[src/rtl/cpu_core.sv]
// Multi-cycle register-file CPU: accept -> read -> execute -> write-back.
// One three-operand ALU instruction in flight at a time; NREGS x WIDTH register file.
module cpu_core #(
    parameter  int WIDTH = 8,
    parameter  int NREGS = 4,
    localparam int RA    = $clog2(NREGS),
    localparam int IW    = 3*RA + 3
) (
    input  logic                   clk,
    input  logic                   reset,
    input  logic                   cs,
    input  logic                   instr_valid,
    output logic                   instr_ready,
    input  logic [IW-1:0]          instr,
    input  logic [WIDTH-1:0]       imm,
    output logic [NREGS*WIDTH-1:0] regs,
    output logic                   wb_valid,
    output logic [RA-1:0]          wb_addr,
    output logic [WIDTH-1:0]       wb_data,
    output logic                   zero,
    output logic                   carry,
    output logic                   busy
);

    typedef enum logic [1:0] {IDLE, READ, EXEC, WB} state_t;

    localparam logic [2:0] OP_ADD = 3'b000, OP_SUB = 3'b001, OP_AND = 3'b010,
                           OP_OR  = 3'b011, OP_XOR = 3'b100, OP_SHL = 3'b101,
                           OP_SHR = 3'b110;

    state_t                        state, state_nxt;
    logic [NREGS-1:0][WIDTH-1:0]   rf;
    logic [IW-1:0]                 ir;
    logic [WIDTH-1:0]              imm_q, op_a, op_b, res_q, res_nxt;
    logic                          c_q, c_nxt;
    logic [WIDTH:0]                sum;
    logic [RA-1:0]                 dst, src_a, src_b;
    logic [2:0]                    opc;
    logic                          accept;

    assign {dst, src_a, src_b, opc} = ir;
    assign accept = instr_valid && instr_ready;
    assign regs   = rf;

    always_ff @(posedge clk or negedge reset) begin
        if (!reset) state <= IDLE;
        else        state <= state_nxt;
    end

    always_comb begin
        state_nxt = state;
        case (state)
            IDLE:    if (accept) state_nxt = READ;
            READ:    state_nxt = EXEC;
            EXEC:    state_nxt = WB;
            default: state_nxt = IDLE;
        endcase
    end

    always_comb begin
        instr_ready = (state == IDLE) && cs;
        busy        = (state != IDLE);
    end

    // ALU works on operands captured in READ, so dst aliasing a source is safe.
    always_comb begin
        res_nxt = '0;
        c_nxt   = 1'b0;
        sum     = '0;
        case (opc)
            OP_ADD: begin
                sum     = {1'b0, op_a} + {1'b0, op_b};
                res_nxt = sum[WIDTH-1:0];
                c_nxt   = sum[WIDTH];
            end
            OP_SUB: begin
                res_nxt = op_a - op_b;
                c_nxt   = (op_a < op_b);
            end
            OP_AND: res_nxt = op_a & op_b;
            OP_OR:  res_nxt = op_a | op_b;
            OP_XOR: res_nxt = op_a ^ op_b;
            OP_SHL: begin
                res_nxt = {op_a[WIDTH-2:0], 1'b0};
                c_nxt   = op_a[WIDTH-1];
            end
            OP_SHR: begin
                res_nxt = {1'b0, op_a[WIDTH-1:1]};
                c_nxt   = op_a[0];
            end
            default: res_nxt = imm_q;
        endcase
    end

    always_ff @(posedge clk or negedge reset) begin
        if (!reset) begin
            rf       <= '0;
            ir       <= '0;
            imm_q    <= '0;
            op_a     <= '0;
            op_b     <= '0;
            res_q    <= '0;
            c_q      <= 1'b0;
            wb_valid <= 1'b0;
            wb_addr  <= '0;
            wb_data  <= '0;
            zero     <= 1'b0;
            carry    <= 1'b0;
        end else begin
            wb_valid <= 1'b0;
            case (state)
                IDLE: if (accept) begin
                    ir    <= instr;
                    imm_q <= imm;
                end
                READ: begin
                    op_a <= rf[src_a];
                    op_b <= rf[src_b];
                end
                EXEC: begin
                    res_q <= res_nxt;
                    c_q   <= c_nxt;
                end
                default: begin
                    rf[dst]  <= res_q;
                    wb_valid <= 1'b1;
                    wb_addr  <= dst;
                    wb_data  <= res_q;
                    zero     <= (res_q == '0);
                    carry    <= c_q;
                end
            endcase
        end
    end

endmodule

[config.mk]
export PLATFORM = sky130hd
export DESIGN_NAME = cpu_core
export DESIGN_NICKNAME = d
export VERILOG_FILES = /design/src/rtl/cpu_core.sv
export SDC_FILE = /design/constraint.sdc
export NUM_CORES = 1
export LEC_CHECK = 0
export CAP_MARGIN = 20
export CORE_UTILIZATION = 45
export CTS_BUF_LIST = sky130_fd_sc_hd__clkbuf_2
export CTS_CLUSTER_DIAMETER = 50
export CTS_CLUSTER_SIZE = 20
export DETAILED_ROUTE_END_ITERATION = 10
export PLACE_DENSITY = 0.75
export RECOVER_POWER = 50
export SYNTH_ARGS = -nofsm -noshare
export SYNTH_HDL_FRONTEND = slang
export SYNTH_SLANG_ARGS = --single-unit
[constraint.sdc]
create_clock -name clk -period 6.15 [get_ports clk]
set_input_delay 1.23 -clock clk [delete_from_list [all_inputs] [get_ports clk]]
set_output_delay 1.23 -clock clk [all_outputs]
set_load 0.05 [all_outputs]
==> flow_summary.ini, run 1 <==
[logic_synthesis]
synthCells = 438
synth-edff-count = 0
yosysSeqAreaShare_pct = 43.6
netlist_area_sq_mm = 0.00510
synth_seq_cells = 89
avgSynthCellArea_sq_um = 11.7
yosys.cell_types.count = 58
syn-num-nets = 490
synth-main-ff-cell = dfrtp_1
async_flop_share_pct = 100
yosysWarnings = 0

[clock_network]
clkLatencyLatePin_ps = 540
cts_inserted_buffers = 9
htreeDepth = 3
hold_buffers = 0
cts_resized = 0
cts_tree = built
clkTransAtPathRegs_ps = 210
cts_setup_buffers = 0
clkSinkCount = 89
cts.path.max_buffers = 2
ctsRootBufferMaster = clkbuf_2

[floorplanning]
core_sq_mm = 0.0109
start_util_pct = 46.7
die_area_sq_mm = 0.0118
die_x_microns = 108
die_y_microns = 108
ios = 68
rows = 38

[placement]
place_ws_ps = 2270
portBuffers = 67
dp_cells = 620
dp.final_hpwl_mm = 8.11
gp_congestion = 0.861

[critical_path]
slowest_delay_ps = 820
worst-endpoint-arrival_ps = 2660
startpoint_type = primary input
path_cells = clkdlybuf4s50_1, and2_1, clkdlybuf4s50_1
r2r-end = regs[1]$_DFFE_PN0P_
critPathCaptureType = output pin
cp-endpoint = instr_ready
path_depth = 3
crit_family = buffers and inverters
r2r_start = state[1]$_DFFE_PN0P_
critPathRequiredTime_ps = 4920
worstPathBufferInverterCount = 2
cp_slowest_cell = clkdlybuf4s50_1
cpMostUsedCell = clkdlybuf4s50_1
cp_max_fo = 3
reg2reg_depth = 3
critPathLaunch = cs
r2r_slack_ps = 3720
crit_type = primary input to output pin

[flow_run]
max-cap-violations = 0

[worst_hold_path]
min_path_cells = 1
hp-class = flip-flop to flip-flop

[grt]
antenna_found_initial = 0
grt_pass1_wl_mm = 18.5
overflow = 0
grt_max_degree = 90
grt_pass1_vias = 3649
gr-usage-all-layers_pct = 20.5

[route]
num_vias = 3635
wl_mm = 11.4
ant_nets = 0
dr.first_iter.drc_count = 181
drc = 0
wl_per_cell_microns = 18.0
drtPass1Iterations = 4
vias_per_cell = 5.72

[sta]
max_freq_mhz = 257
rsz0062_at_grt = false
tightest_slew_ps = 1470
fin_crit_ps = 3890
hold_viol_final = 0
period_share_pct = 63.2
skew_ps = 28.2
setup_viol = 0
finalMaxSlewViolations = 0
slew_headroom_pct = 2.22
setup_ws_ps = 2260
tns_ps = 0

[cells_and_area]
syn_to_final_growth_pct = 16.4
stdcell_count = 636
insertedDiodeCount = 0
fillers = 935
drive_gt1_share_pct = 18.5
nNetsFinal = 544

[status]
status = complete, no violations
==> layer usage <==
layer  global-route usage [%]  up-vias  wire length (microns)
li1                         -     1696                      -
met1                     27.3     1834                   5290
met2                     32.3       85                   5350
met3                     4.52       20                    527
met4                     8.40        0                    262
met5                        0        -                      0
==> layout by cell type, fill, tap and decap left out, types with 2 or more instances in the layout <==
master and count:
dfrtp_1 89, clkdlybuf4s50_1 66, mux2_2 55, o21ai_0 37
nand2_1 36, ha_1 29, inv_1 26, mux4_2 17
a21oi_1 12, clkbuf_2 11, mux2_1 10, mux2i_1 8
o22ai_1 8, nand2b_1 7, nor2_1 7, nor4_1 5
nand3_1 5, a21o_1 4, nor2b_1 4, a211oi_1 4
nand3b_1 3, and2_1 2, a221o_1 2, or3_1 2
nor3_1 2, o311a_1 2, a31oi_1 2, o211ai_1 2
or2b_1 2, o21bai_1 2, xnor2_1 2, o31ai_1 2
fa_1 2, clkinv_1 2
==> synth_stat cells, types with 3 or more instances <==
master | n | area (sq um)
clkbuf_1 | 8 | 30.0
o22ai_1 | 8 | 50.1
buf_4 | 3 | 22.5
nand3_1 | 5 | 25.0
mux2_2 | 55 | 619
a21o_1 | 4 | 30.0
mux4_2 | 17 | 383
a21oi_1 | 12 | 60.1
nand2b_1 | 7 | 43.8
o21ai_0 | 37 | 185
nand3b_1 | 3 | 22.5
ha_1 | 29 | 363
mux2_1 | 10 | 113
nor4_1 | 5 | 31.3
buf_1 | 3 | 11.3
buf_2 | 10 | 50.1
inv_1 | 26 | 97.6
nor2_1 | 7 | 26.3
mux2i_1 | 8 | 80.1
nand2_1 | 36 | 135
dfrtp_1 | 89 | 2230
a211oi_1 | 4 | 30.0
nor2b_1 | 4 | 25.0
==> through the flow <==
step / util (%) / hold slack (ps) / cell area (sq um)
floorplan: - / 471 / 5100
global placement: 53.2 / 489 / 5820
detailed placement: 53.2 / 498 / 5820
CTS: 54.1 / 539 / 5920
global route: 54.3 / 559 / 5940
finish: 54.3 / 538 / 5940
==> flip-flops by register name (all words and copies together), names as in the netlist <==
name      count
regs         32
wb_addr       2
zero          1
carry         1
imm_q         8
op_b          8
wb_data       8
state         2
ir            9
op_a          8
res_q         8
c_q           1
wb_valid      1
==> how the worst min path moves through the flow <==
stage / from / to
2_1_floorplan: imm_q[2]$_DFFE_PN0P_ / imm_q[2]$_DFFE_PN0P_
3_3_place_gp: imm_q[2]$_DFFE_PN0P_ / imm_q[2]$_DFFE_PN0P_
3_5_place_dp: wb_data[7]$_DFFE_PN0P_ / wb_data[7]$_DFFE_PN0P_
4_1_cts: imm_q[4]$_DFFE_PN0P_ / imm_q[4]$_DFFE_PN0P_
5_1_grt: imm_q[4]$_DFFE_PN0P_ / imm_q[4]$_DFFE_PN0P_
6_report: carry$_DFFE_PN0P_ / carry$_DFFE_PN0P_
==> worst register-to-register path, stage by stage, from the launching register on <==
cell and delay, ps:
dfrtp_1 450, ha_1 710, nor3b_2 800, mux2_1 390
==> area by class of cell <==
type,count,area (sq um),share of cell area [%]
Multi-Input combinational cell,297,2640,44.5
Sequential cell,89,2230,37.5
Timing Repair Buffer,69,699,11.8
Tap cell,140,175,2.95
Inverter,26,97.6,1.64
Clock buffer,11,55.1,0.927
Clock inverter,4,45.0,0.758
==> kinds of logic (layout without fill, tap and decap cells) <==
kind of cell,Yosys count,in the layout,share of synthesized area (%)
flip-flops,89,89,43.6
AO/OA/AOI/OAI,90,90,11.2
XOR/XNOR,3,3,0.515
buffers and inverters,52,110,4.58
adder cells (fa/ha/maj),31,31,7.89
AND/OR/NAND/NOR,82,82,8.24
multiplexers,91,91,23.9
Power of run 1 is left out: the tool's default activity adds up to more than one toggle a clock period on the data nets, which glitch-free logic cannot reach.
==> run 2, diff against run 1 <==
Settings changed: PLACE_DENSITY 0.75 to 0.78.
Clock period 6.15 ns to 3.5 ns, I/O delays scaled along.
==> run 2 against run 1 <==
Compared with the run above:
- final cell count up 0.63%
- clock-buffer cell count unchanged
- wire length down 2.3%
- clock skew down 13 ps
- sequential share of layout area down 0.18 points
- die area unchanged
- critical path depth up 1
- sequential cell count unchanged
- cell area up 0.48%
- register-to-register slack worse by 2700 ps
- largest cell class unchanged
- worst setup slack worse by 1800 ps
- global-route usage up 0.22 points
==> flow_summary.ini, run 2 (same netlist as run 1, synthesis figures left out) <==
[floorplanning]
ios = 68
start_util_pct = 46.7
die_x_microns = 108
rows = 38
die_area_sq_mm = 0.0118
die_y_microns = 108
core_sq_mm = 0.0109

[grt]
busiest_layer = met2
grt_pass1_wl_mm = 18.6
gr-usage-all-layers_pct = 20.7
grt_max_degree = 90
use_met3_pct = 5.61
grt_util_met1_pct = 26.4
met2_usage_pct = 33.7
grt_pass1_vias = 3733
antenna_found_initial = 0
overflow = 0

[route]
wl_per_cell_microns = 17.4
drc = 0
drtPass1Iterations = 4
vias_per_cell = 5.76
dr.first_iter.drc_count = 150
ant_nets = 0
num_vias = 3684
wl_mm = 11.2

[sta]
fin_crit_ps = 3020
skew_ps = 15.3
slew_headroom_pct = 4.17
setup_ws_ps = 477
tightest_slew_ps = 1440
hold_viol_final = 0
rsz0062_at_grt = false
holdWs_ps = 532
finalMaxSlewViolations = 0
tns_ps = 0
max_freq_mhz = 331
period_share_pct = 86.4
setup_viol = 0

[power]
peakVddDrop_v = 0.000668
powerDensity_mw_per_mm2 = 1040
total_power_mw = 6.22
leakagePower_nw = 2.58

[status]
status = complete, no violations

[critical_path]
critPathRequiredTime_ps = 2800
cp_max_fo = 4
worstPathBufferInverterCount = 2
cp_slowest_cell = clkdlybuf4s50_1
slowest_delay_ps = 810
crit_family = buffers and inverters
reg2reg_depth = 4
path_depth = 4
path_cells = inv_1, ha_1, and2_1, clkdlybuf4s50_1
crit_type = flip-flop to output pin
startpoint_type = flip-flop
critPathCaptureType = output pin
worst-endpoint-arrival_ps = 2320

[cells_and_area]
final_common_cell = dfrtp_1
multi_input_area_sq_mm = 0.00264
drive_gt1_share_pct = 18.8
final-seq-area_sq_mm = 0.00223
syn_to_final_growth_pct = 17.0
final_cell_mix = dfrtp_1, clkdlybuf4s50_1, mux2_2
largest_reg_flops = 32
nNetsFinal = 548
stdcell_count = 640
finalCoreUtilization_pct = 54.6
insertedDiodeCount = 0
fillers = 907
final_area_sq_mm = 0.00597

[clock_network]
cts_tree = built
cts.path.max_buffers = 2
cts_resized = 0
clkTransAtPathRegs_ps = 220
clkLatencyLatePin_ps = 520
cts_inserted_buffers = 9
clkSinkCount = 89
htreeDepth = 3
hold_buffers = 0
cts_setup_buffers = 0
ctsRootBufferMaster = clkbuf_2

[flow_run]
max-cap-violations = 0

[worst_hold_path]
hp-class = flip-flop to flip-flop
min_path_cells = 1

[placement]
place_area_sq_mm = 0.00584
dp.final_hpwl_mm = 8.21
portBuffers = 67
dp_cells = 623
place_ws_ps = 678
gp_congestion = 0.897
## run 2: cell types whose count changed in the layout (fill, tap and decap cells not counted)
| cell | before | now |
|---|---|---|
| dlygate4sd3_1 | 0 | 1 |
| clkbuf_1 | 1 | 2 |
| buf_4 | 1 | 3 |
## run 2: per-layer routing
layer  routed length (microns)  up-vias  share of wire, %
met1                      4820     1837                43
li1                          -     1705                 -
met3                       694       21               6.2
met4                       244        0               2.2
met2                      5400      121                48
met5                         0        -                 0
## run 2: cell type report
cell class / count / area share [%]
multi-input cells: 297 / 44.3
flip-flops and latches: 89 / 37.3
repair buffers: 73 / 12.2
well taps: 140 / 2.93
inverters: 26 / 1.63
clock buffers: 11 / 0.922
clock inverters: 4 / 0.754
## run 2: power by group
group	leakage [nW]	internal (mW)	switching (mW)
logic	1.39	1.59	2.04
registers	1.12	1.48	0.624
clock network	0.0631	0.163	0.320
## run 2: path summary, 6_finish.rpt
kind,slack [ps],end,startpoint
max in group asynchronous,1540,regs[8]$_DFFE_PN0P_,reset
setup / recovery,480,instr_ready,state[0]$_DFFE_PN0P_
min in group asynchronous,1000,wb_addr[0]$_DFFE_PN0P_,reset
hold / removal,530,imm_q[2]$_DFFE_PN0P_,imm_q[2]$_DFFE_PN0P_
setup reg to reg,1010,regs[10]$_DFFE_PN0P_,state[0]$_DFFE_PN0P_
hold reg to reg,530,imm_q[2]$_DFFE_PN0P_,imm_q[2]$_DFFE_PN0P_
## run 2: worst reg2reg max path, cell delays in order, from the launching register on
cell	delay [ps]
dfrtp_1	450
ha_1	210
clkbuf_1	720
nand3b_1	580
mux2_2	450
Power figures use the tool's default switching activity.
